`config.mk`:
```
export PLATFORM = sky130hd
export DESIGN_NAME = mem_stage_flat
export DESIGN_NICKNAME = d
export VERILOG_FILES = /design/src/rtl/mem_stage_if.sv /design/src/rtl/mem_stage.sv /design/src/flat_wrapper.sv
export SDC_FILE = /design/constraint.sdc
export NUM_CORES = 1
export LEC_CHECK = 0
export CELL_PAD_IN_SITES_DETAIL_PLACEMENT = 1
export CELL_PAD_IN_SITES_GLOBAL_PLACEMENT = 2
export CORE_UTILIZATION = 30
export DETAILED_ROUTE_END_ITERATION = 7
export GPL_TIMING_DRIVEN = 0
export PLACE_DENSITY_LB_ADDON = 0.08
export SYNTH_ARGS = -nofsm -noshare
export SYNTH_HDL_FRONTEND = slang
export SYNTH_SLANG_ARGS = --single-unit
```
`constraint.sdc`:
```
create_clock -name clk -period 10.75 [get_ports clk]
set_clock_uncertainty 0.1 [all_clocks]
set_input_delay 2.15 -clock clk [delete_from_list [all_inputs] [get_ports clk]]
set_output_delay 2.15 -clock clk [all_outputs]
set_load 0.01 [all_outputs]
```
`src/rtl/mem_stage_if.sv`:
```
// Data bus between the memory stage and the data memory / bus fabric.
//
// Signals
//   bus_req    master -> slave  request valid, held until bus_gnt
//   bus_we     master -> slave  1 = write, 0 = read
//   bus_addr   master -> slave  word address, bits [1:0] always zero
//   bus_wdata  master -> slave  store data already placed on its byte lanes
//   bus_be     master -> slave  byte enables
//   bus_gnt    slave -> master  request accepted this cycle
//   bus_rvalid slave -> master  bus_rdata carries read data this cycle
//   bus_rdata  slave -> master  raw 32-bit read word
interface mem_stage_if;
  logic        bus_req;
  logic        bus_we;
  logic [31:0] bus_addr;
  logic [31:0] bus_wdata;
  logic [3:0]  bus_be;
  logic        bus_gnt;
  logic        bus_rvalid;
  logic [31:0] bus_rdata;

  modport master (
    output bus_req, bus_we, bus_addr, bus_wdata, bus_be,
    input  bus_gnt, bus_rvalid, bus_rdata
  );

  modport slave (
    input  bus_req, bus_we, bus_addr, bus_wdata, bus_be,
    output bus_gnt, bus_rvalid, bus_rdata
  );
endinterface

```
`src/rtl/mem_stage.sv`:
```
// Pipeline memory stage: turns a load/store from the execute stage into a
// single data-bus transaction, extracts/extends load data and stalls the
// pipeline while the access is in flight.
//
// Ports
//   clk, rst       clock, asynchronous active-high reset
//   ex_valid       execute stage presents an instruction
//   ex_mem_read    instruction is a load
//   ex_mem_write   instruction is a store
//   ex_funct3      access size/sign (000 B, 001 H, 010 W, 100 BU, 101 HU)
//   ex_addr        byte address
//   ex_wdata       store data, LSB-aligned
//   bus            data bus (mem_stage_if master side)
//   mem_rdata      extended load data for writeback, held between loads
//   mem_done       one-cycle pulse when an access completes
//   mem_fault      one-cycle pulse when an access is aborted
//   stall          hold the execute stage
module mem_stage #(
  parameter int TIMEOUT_CYCLES = 255
) (
  input  logic              clk,
  input  logic              rst,
  input  logic              ex_valid,
  input  logic              ex_mem_read,
  input  logic              ex_mem_write,
  input  logic [2:0]        ex_funct3,
  input  logic [31:0]       ex_addr,
  input  logic [31:0]       ex_wdata,
  mem_stage_if.master       bus,
  output logic [31:0]       mem_rdata,
  output logic              mem_done,
  output logic              mem_fault,
  output logic              stall
);

  localparam int CW = $clog2(TIMEOUT_CYCLES + 1);

  typedef enum logic [1:0] {IDLE, REQ, WAIT, FAULT} state_t;

  state_t      state_reg, state_next;
  logic        done_next;
  logic        capture;
  logic [CW-1:0] cnt_reg;
  logic [2:0]  f3_reg;
  logic [1:0]  lo_reg;

  logic        access;
  logic        f3_ok;
  logic        aligned;
  logic        access_ok;
  logic        timeout_hit;
  logic [3:0]  be_calc;
  logic [31:0] wdata_calc;
  logic [31:0] load_ext;
  logic [7:0]  rd_byte;
  logic [15:0] rd_half;

  // Any memory instruction counts as an access; only legal ones reach the bus.
  assign access = ex_valid & (ex_mem_read | ex_mem_write);

  always_comb begin
    f3_ok = 1'b0;
    case (ex_funct3)
      3'b000, 3'b001, 3'b010: f3_ok = 1'b1;
      3'b100, 3'b101:         f3_ok = ex_mem_read;  // unsigned forms are load-only
      default:                f3_ok = 1'b0;
    endcase
  end

  always_comb begin
    aligned = 1'b1;
    case (ex_funct3[1:0])
      2'b01:   aligned = ~ex_addr[0];
      2'b10:   aligned = (ex_addr[1:0] == 2'b00);
      default: aligned = 1'b1;
    endcase
  end

  assign access_ok   = (ex_mem_read ^ ex_mem_write) & f3_ok & aligned;
  assign timeout_hit = (cnt_reg >= CW'(TIMEOUT_CYCLES - 1));

  always_comb begin
    be_calc = 4'b1111;
    case (ex_funct3[1:0])
      2'b00:   be_calc = 4'b0001 << ex_addr[1:0];
      2'b01:   be_calc = 4'b0011 << ex_addr[1:0];
      default: be_calc = 4'b1111;
    endcase
  end

  // Replicate the store data so every enabled lane carries the right byte.
  for (genvar gi = 0; gi < 4; gi++) begin : g_lane
    assign wdata_calc[8*gi +: 8] =
      (ex_funct3[1:0] == 2'b00) ? ex_wdata[7:0] :
      (ex_funct3[1:0] == 2'b01) ? ex_wdata[8*(gi%2) +: 8] :
                                  ex_wdata[8*gi +: 8];
  end

  assign rd_byte = bus.bus_rdata[{lo_reg, 3'b000} +: 8];
  assign rd_half = bus.bus_rdata[{lo_reg[1], 4'b0000} +: 16];

  always_comb begin
    load_ext = bus.bus_rdata;
    case (f3_reg)
      3'b000:  load_ext = {{24{rd_byte[7]}}, rd_byte};
      3'b001:  load_ext = {{16{rd_half[15]}}, rd_half};
      3'b100:  load_ext = {24'd0, rd_byte};
      3'b101:  load_ext = {16'd0, rd_half};
      default: load_ext = bus.bus_rdata;
    endcase
  end

  always_ff @(posedge clk or posedge rst) begin
    if (rst) state_reg <= IDLE;
    else     state_reg <= state_next;
  end

  always_comb begin
    state_next = state_reg;
    done_next  = 1'b0;
    capture    = 1'b0;
    case (state_reg)
      IDLE: begin
        // In the done cycle the pipeline is still moving the finished
        // instruction out, so it must not be captured a second time.
        if (access && !mem_done) begin
          if (access_ok) begin
            state_next = REQ;
            capture    = 1'b1;
          end else begin
            state_next = FAULT;
          end
        end
      end
      REQ: begin
        if (bus.bus_gnt) begin
          if (bus.bus_we) begin
            state_next = IDLE;
            done_next  = 1'b1;
          end else begin
            state_next = WAIT;
          end
        end else if (timeout_hit) begin
          state_next = FAULT;
        end
      end
      WAIT: begin
        if (bus.bus_rvalid) begin
          state_next = IDLE;
          done_next  = 1'b1;
        end else if (timeout_hit) begin
          state_next = FAULT;
        end
      end
      FAULT:   state_next = IDLE;
      default: state_next = IDLE;
    endcase
  end

  assign bus.bus_req = (state_reg == REQ);
  assign mem_fault   = (state_reg == FAULT);
  assign stall       = ~rst & ~mem_done & ~mem_fault & ((state_reg != IDLE) | access);

  always_ff @(posedge clk or posedge rst) begin
    if (rst) begin
      bus.bus_we    <= 1'b0;
      bus.bus_addr  <= 32'd0;
      bus.bus_wdata <= 32'd0;
      bus.bus_be    <= 4'd0;
      mem_rdata     <= 32'd0;
      mem_done      <= 1'b0;
      cnt_reg       <= '0;
      f3_reg        <= 3'd0;
      lo_reg        <= 2'd0;
    end else begin
      mem_done <= done_next;
      if (capture) begin
        cnt_reg       <= '0;
        bus.bus_we    <= ex_mem_write;
        bus.bus_addr  <= {ex_addr[31:2], 2'b00};
        bus.bus_wdata <= wdata_calc;
        bus.bus_be    <= be_calc;
        f3_reg        <= ex_funct3;
        lo_reg        <= ex_addr[1:0];
      end else if (state_reg == REQ || state_reg == WAIT) begin
        cnt_reg <= cnt_reg + CW'(1);
      end
      if (state_reg == WAIT && bus.bus_rvalid) begin
        mem_rdata <= load_ext;
      end
    end
  end

endmodule

```
`src/flat_wrapper.sv`:
```
// flat-port wrapper written by rule: the top's interface ports become plain ports
module mem_stage_flat 
#(
  parameter int TIMEOUT_CYCLES = 255
)
  (clk, rst, ex_valid, ex_mem_read, ex_mem_write, ex_funct3, ex_addr, ex_wdata, mem_rdata, mem_done, mem_fault, stall, bus_bus_req, bus_bus_we, bus_bus_addr, bus_bus_wdata, bus_bus_be, bus_bus_gnt, bus_bus_rvalid, bus_bus_rdata);
  mem_stage_if bus_i ();
  input  logic clk;
  input  logic rst;
  input  logic ex_valid;
  input  logic ex_mem_read;
  input  logic ex_mem_write;
  input  logic [2:0] ex_funct3;
  input  logic [31:0] ex_addr;
  input  logic [31:0] ex_wdata;
  output logic [31:0] mem_rdata;
  output logic mem_done;
  output logic mem_fault;
  output logic stall;
  output wire logic [$bits(bus_i.bus_req)-1:0] bus_bus_req;
  output wire logic [$bits(bus_i.bus_we)-1:0] bus_bus_we;
  output wire logic [$bits(bus_i.bus_addr)-1:0] bus_bus_addr;
  output wire logic [$bits(bus_i.bus_wdata)-1:0] bus_bus_wdata;
  output wire logic [$bits(bus_i.bus_be)-1:0] bus_bus_be;
  input wire logic [$bits(bus_i.bus_gnt)-1:0] bus_bus_gnt;
  input wire logic [$bits(bus_i.bus_rvalid)-1:0] bus_bus_rvalid;
  input wire logic [$bits(bus_i.bus_rdata)-1:0] bus_bus_rdata;
  assign bus_bus_req = bus_i.bus_req;
  assign bus_bus_we = bus_i.bus_we;
  assign bus_bus_addr = bus_i.bus_addr;
  assign bus_bus_wdata = bus_i.bus_wdata;
  assign bus_bus_be = bus_i.bus_be;
  assign bus_i.bus_gnt = bus_bus_gnt;
  assign bus_i.bus_rvalid = bus_bus_rvalid;
  assign bus_i.bus_rdata = bus_bus_rdata;
  mem_stage #(.TIMEOUT_CYCLES(TIMEOUT_CYCLES)) u_core (.clk(clk), .rst(rst), .ex_valid(ex_valid), .ex_mem_read(ex_mem_read), .ex_mem_write(ex_mem_write), .ex_funct3(ex_funct3), .ex_addr(ex_addr), .ex_wdata(ex_wdata), .bus(bus_i), .mem_rdata(mem_rdata), .mem_done(mem_done), .mem_fault(mem_fault), .stall(stall));
endmodule
```
# ---- Word-level counts from Yosys, hierarchy flattened
# Cells that the tools add are included.
# W data, S select, Z words.
dict set report totals {
  output_inout_bits 105
  wordCells 80
  in_bits 106
  reg_bits 115
}
dict set report classes {
  n_reduce_logical 13
  n_mux 25
  add_sub_neg 1
  eq_ne 13
  shift 4
  n_lt_le_gt_ge 1
  n_bitwise 13
}
# op count
set op_table {}
lappend op_table {{$pmux W32 S4} 1}
lappend op_table {{$mux W8} 7}
lappend op_table {{$shiftx A32 B6 Y16} 1}
lappend op_table {{$shiftx A32 B6 Y8} 1}
lappend op_table {{$eq A3 B3 Y1 const B} 4}
lappend op_table {{$mux W2} 6}
lappend op_table {{$add A8 B1 Y8 const B} 1}
lappend op_table {{$ge A8 B8 Y1 const B} 1}
lappend op_table {{$pmux W2 S4} 1}
lappend op_table {{$pmux W4 S2} 1}
lappend op_table {{$and A1 B1 Y1} 6}
lappend op_table {{$eq A2 B2 Y1 const B} 3}
lappend op_table {{$eq A3 B1 Y1 const B} 2}
lappend op_table {{$logic_not A2 Y1} 3}
lappend op_table {{$logic_not A3 Y1} 2}
lappend op_table {{$mux W1} 6}
lappend op_table {{$pmux W1 S2} 3}
lappend op_table {{$eq A2 B1 Y1 const B} 2}
lappend op_table {{$not A1 Y1} 4}
lappend op_table {{$reduce_bool A2 Y1} 2}
lappend op_table {{$shl A1 B2 Y4 const A} 1}
lappend op_table {{$shl A2 B2 Y4 const A} 1}
lappend op_table {{$eq A3 B2 Y1 const B} 1}
lappend op_table {{$reduce_or A3 Y1} 1}
lappend op_table {{7 further kinds} 9}

# ---- Depth between registers and ports, before layout
dict set report depth {
  depth_word 9
  ltp_mapped 9
  ltp_nobuf 6
}

# ---- Worst setup path after synthesis
# No wires, ideal clock.
dict set report synth_path {
  path_kind {in2out}
  start {in ex_mem_read}
  end {out stall}
  required_time_ns 8.500
  n_path_buf 0
  path_stages 4
  arrival_ns 3.197
  slack_ns 5.303
  path_cell_list {inv_1 > ha_1 > nand2b_1 > a2111oi_0}
}
dict set report synth_via {
  elab_chain_cells 4
}
# item line
set synth_rtl {}
lappend synth_rtl {{from (decl)} flat_wrapper.sv:11} ;# input logic ex_mem_read;
lappend synth_rtl {{$or A1 B1 Y1} mem_stage.sv:59} ;# assign access = ex_valid & (ex_mem_read | ex_mem_write);
lappend synth_rtl {{$and A1 B1 Y1} mem_stage.sv:59}
lappend synth_rtl {{$or A1 B1 Y1} mem_stage.sv:162} ;# assign stall = ~rst & ~mem_done & ~mem_fault & ((state_reg != IDLE) | access);
lappend synth_rtl {{$and A1 B1 Y1} mem_stage.sv:162}
lappend synth_rtl {{to (decl)} flat_wrapper.sv:19} ;# output logic stall;
# Every way passes these cells.

# ---- Final worst setup path
# Same ends and word-level chain as after synthesis.

==> run summary <==
Timing
- 26.0% — Max transition margin
- 0 — number of setup violations in the final report
- 0 — total count of hold-check failures in the final report
- 6.36 ns — Tmin final
- 0 ns — aggregate negative setup slack
- no — RSZ-0062 raised after global routing
- 1.11 ns — slew at the pin with the worst max-slew slack
- 0 — Final Slew Violations
- 157 MHz — highest clock rate
- 59.2% — Tcrit/Tclk final

Logic synthesis
- 8.31% — share of the synthesized area in compound gates (AO/OA/AOI/OAI)
- 48.9% — area share of the largest cell type after synthesis
- sky130_fd_sc_hd__dfrtp_1 49%, sky130_fd_sc_hd__mux2_4 15%, sky130_fd_sc_hd__mux2_2 6.5% — cell types occupying the most area after synthesis
- multiplexers — largest family of logic cells by synthesized area
- sky130_fd_sc_hd__dfrtp_1 — leading cell type by number of instances after synthesis
- 1.04% — xor and xnor area share after synthesis
- 115 — number of flip-flops and latches in the synthesized netlist
- 44 — number of unique standard cell types used by synthesis
- 115 x sky130_fd_sc_hd__dfrtp_1, 59 x sky130_fd_sc_hd__mux2_4, 43 x sky130_fd_sc_hd__nand2_1 — most frequent cells after synthesis
- sky130_fd_sc_hd__dfrtp_1 — top flip-flop cell by instance count after synthesis
- 11.8 µm² — Avg Synthesized Cell Area
- 0 — number of enable flip-flop cells after synthesis
- 48.9% — share of synthesized area occupied by flip-flops and latches
- 5890 µm² — post-synth design cell area
- 10.9% — simple-gate share of the synthesized area
- sky130_fd_sc_hd__dfrtp_1 — most area-hungry cell type in the Yosys netlist
- 100% — ys async rst share
- 497 — post-synthesis instance total
- 0 — Yosys warning count
- 23.8% — portion of netlist area occupied by mux cells
- 2.13% — post-synthesis adder-cell area fraction

Pwr
- 3.84 nW — Pleak
- 0.120 mV — maximum vdd drop
- 274 nW/µm² — power per standard cell area
- 2.44 mW — Total Power Consumption

Place
- 208 — count of port buffers added during placement
- 0.765 — Final GP Congestion
- 13,900 µm — Detailed Place HPWL

Setup path
- 8.45 ns — register-to-register setup slack
- 5 — Reg2Reg Depth
- stall — Worst Setup EP
- u_core.f3_reg[1] — startpoint of the worst register-to-register path
- 4.11 ns — critical path data arrival time
- ex_mem_read — start point of the critical path
- u_core.mem_rdata[4] — endpoint of the lowest-slack register-to-register path
- input port — sort of element at the start of the critical path
- 2 — top fanout value on the critical path
- in -> out — critical path class
- 8.50 ns — Worst EP required
- output pin — Setup crit end kind

Clock tree
- 4 — number of H-tree levels
- 17 — number of buffers inserted during clock tree synthesis
- built — CTS tree
- 0 — post-cts hold buffer count
- 2 — buffers from clock root to sink, at most
- 115 — Num Clock Sinks
- 0 — number of setup buffers added after CTS
- 0.06 ns — clock transition at the registers of the reported paths
- sky130_fd_sc_hd__clkbuf_16 — library cell used as clock root buffer
- 0.41 ns — insertion delay to the later sink of the worst-skew pair
- 0 — CTS resizes

Route
- 4.74 — vias per cell
- 148 — initial DRC count
- 4,733 — total number of vias
- 0 — remaining routing DRC violations
- 4 — number of detailed-route iterations in the first pass
- 0 — post-detailed-route count of antenna-violating nets
- 18.7 µm — routed length per placed instance
- 18,700 µm — total detailed-routing wirelength

Global route
- 0 — antenna violations before repair
- 5,426 — vias in the first global route
- 29,800 µm — first-pass GRT wire length
- 63 — maximum number of pins on one net before global-route repair
- 0 — overall overflow remaining after global route
- 19.4% — global router's overall resource usage

Job
- 0 — max-capacitance violation count

Run status
- finished clean — result of the run

Worst hold path
- reg -> reg — HP Class

Cells and area
- u_core.bus.bus_wdata (32), u_core.mem_rdata (32), u_core.bus.bus_addr (30) — largest registers
- 842 — net total in the final layout
- 0 — number of antenna cells inserted
- 46.9% — utilization after layout
- 51.0% — signed area change from the synthesized netlist to the final layout
- 21.0% — fraction of final layout cells with drive strength greater than 1

Die
- 50 — # rows
- 31.0% — starting density of the core
- 142 µm — chip height
- 19,000 µm² — placeable core area
- 211 — top-level I/O count
- 20,200 µm² — floorplan die area
- 142 µm — die width

[power by group]
| group | switching (mW) | internal, mW | leakage [nW] | total [mW] |
|---|---|---|---|---|
| combinational | 0.459 | 0.651 | 2.16 | 1.11 |
| clock | 0.219 | 0.319 | 0.273 | 0.538 |
| sequential | 0.141 | 0.646 | 1.40 | 0.787 |
| total | 0.820 | 1.62 | 3.84 | 2.44 |
[metrics by stage]
step | cell area (µm²) | instances | hold slack [ns] | worst slack, ns
global placement | 8300 | 966 | 0.376 | 3.40
detailed placement | 8330 | 967 | 0.385 | 4.34
floorplan | 5890 | 498 | 0.399 | 5.30
CTS | 8890 | 999 | 0.399 | 4.34
finish | 8890 | 999 | 0.391 | 4.39
global route | 8890 | 999 | 0.416 | 4.22
[worst min-delay path by stage]
stage                          from              endpoint  slack [ns]  cells past startpoint
2_1_floorplan      u_core.f3_reg[2]      u_core.f3_reg[2]        0.40                      1
3_3_place_gp   u_core.mem_rdata[30]  u_core.mem_rdata[30]        0.38                      2
3_5_place_dp   u_core.mem_rdata[21]  u_core.mem_rdata[21]        0.38                      2
4_1_cts        u_core.mem_rdata[27]  u_core.mem_rdata[27]        0.40                      2
5_1_grt        u_core.mem_rdata[28]  u_core.mem_rdata[28]        0.42                      2
6_report       u_core.mem_rdata[27]  u_core.mem_rdata[27]        0.39                      2
[layout by cell type (no fill, tap or decap), drive strengths merged, types with 2 or more instances in the layout]
| master | n |
|---|---|
| clkinvlp | 2 |
| xnor2 | 3 |
| clkdlybuf4s50 | 208 |
| dfrtp | 115 |
| a21oi | 14 |
| inv | 22 |
| clkinv | 10 |
| nand2b | 2 |
| mux2i | 11 |
| nor3 | 3 |
| and3 | 4 |
| a22oi | 7 |
| o22ai | 2 |
| a31oi | 7 |
| xor2 | 4 |
| nand3 | 30 |
| nand2 | 43 |
| nand4 | 4 |
| mux2 | 93 |
| conb | 2 |
| a2111oi | 2 |
| nor2 | 25 |
| buf | 19 |
| nor2b | 3 |
| nand3b | 8 |
| nor3b | 2 |
| ha | 10 |
| clkbuf | 34 |
| o21ai | 30 |
| a2bb2oi | 7 |
| a211oi | 2 |
[cell families (layout without fill, tap and decap cells)]
family	Yosys count	after routing
DFF	115	115
AOI/OAI and AO/OA	78	78
buffers and inverters	55	296
other	1	2
adders and majority gates	10	10
muxes	105	105
xor gates and xnor gates	7	7
and+or+nand+nor	126	126
[worst max-delay path, stage by stage]
cell                              delay [ns]
sky130_fd_sc_hd__clkdlybuf4s50_1        0.47
sky130_fd_sc_hd__inv_1                  0.06
sky130_fd_sc_hd__ha_1                   0.22
sky130_fd_sc_hd__nand2b_1               0.14
sky130_fd_sc_hd__a2111oi_0              0.44
sky130_fd_sc_hd__clkdlybuf4s50_1        0.62
[layer usage]
layer  track usage [%]  up-vias  wire (µm)
met4              5.43        0        275
met3              7.97       19       1600
met2              31.7      143       8900
met5                 0        -          0
met1              23.4     2364       7950
li1                  -     2207          -
[layout make-up]
cell class / instances / area, µm²
timing repair buffer: 209 / 2110
inverter: 20 / 80.1
fill: 2049 / 10100
clock buffer: 17 / 425
tap: 260 / 325
sequential: 115 / 2880
multi-input combinational: 328 / 2730
buffer: 35 / 211
clock inverter: 15 / 135
(Power assumes the default switching activity.)
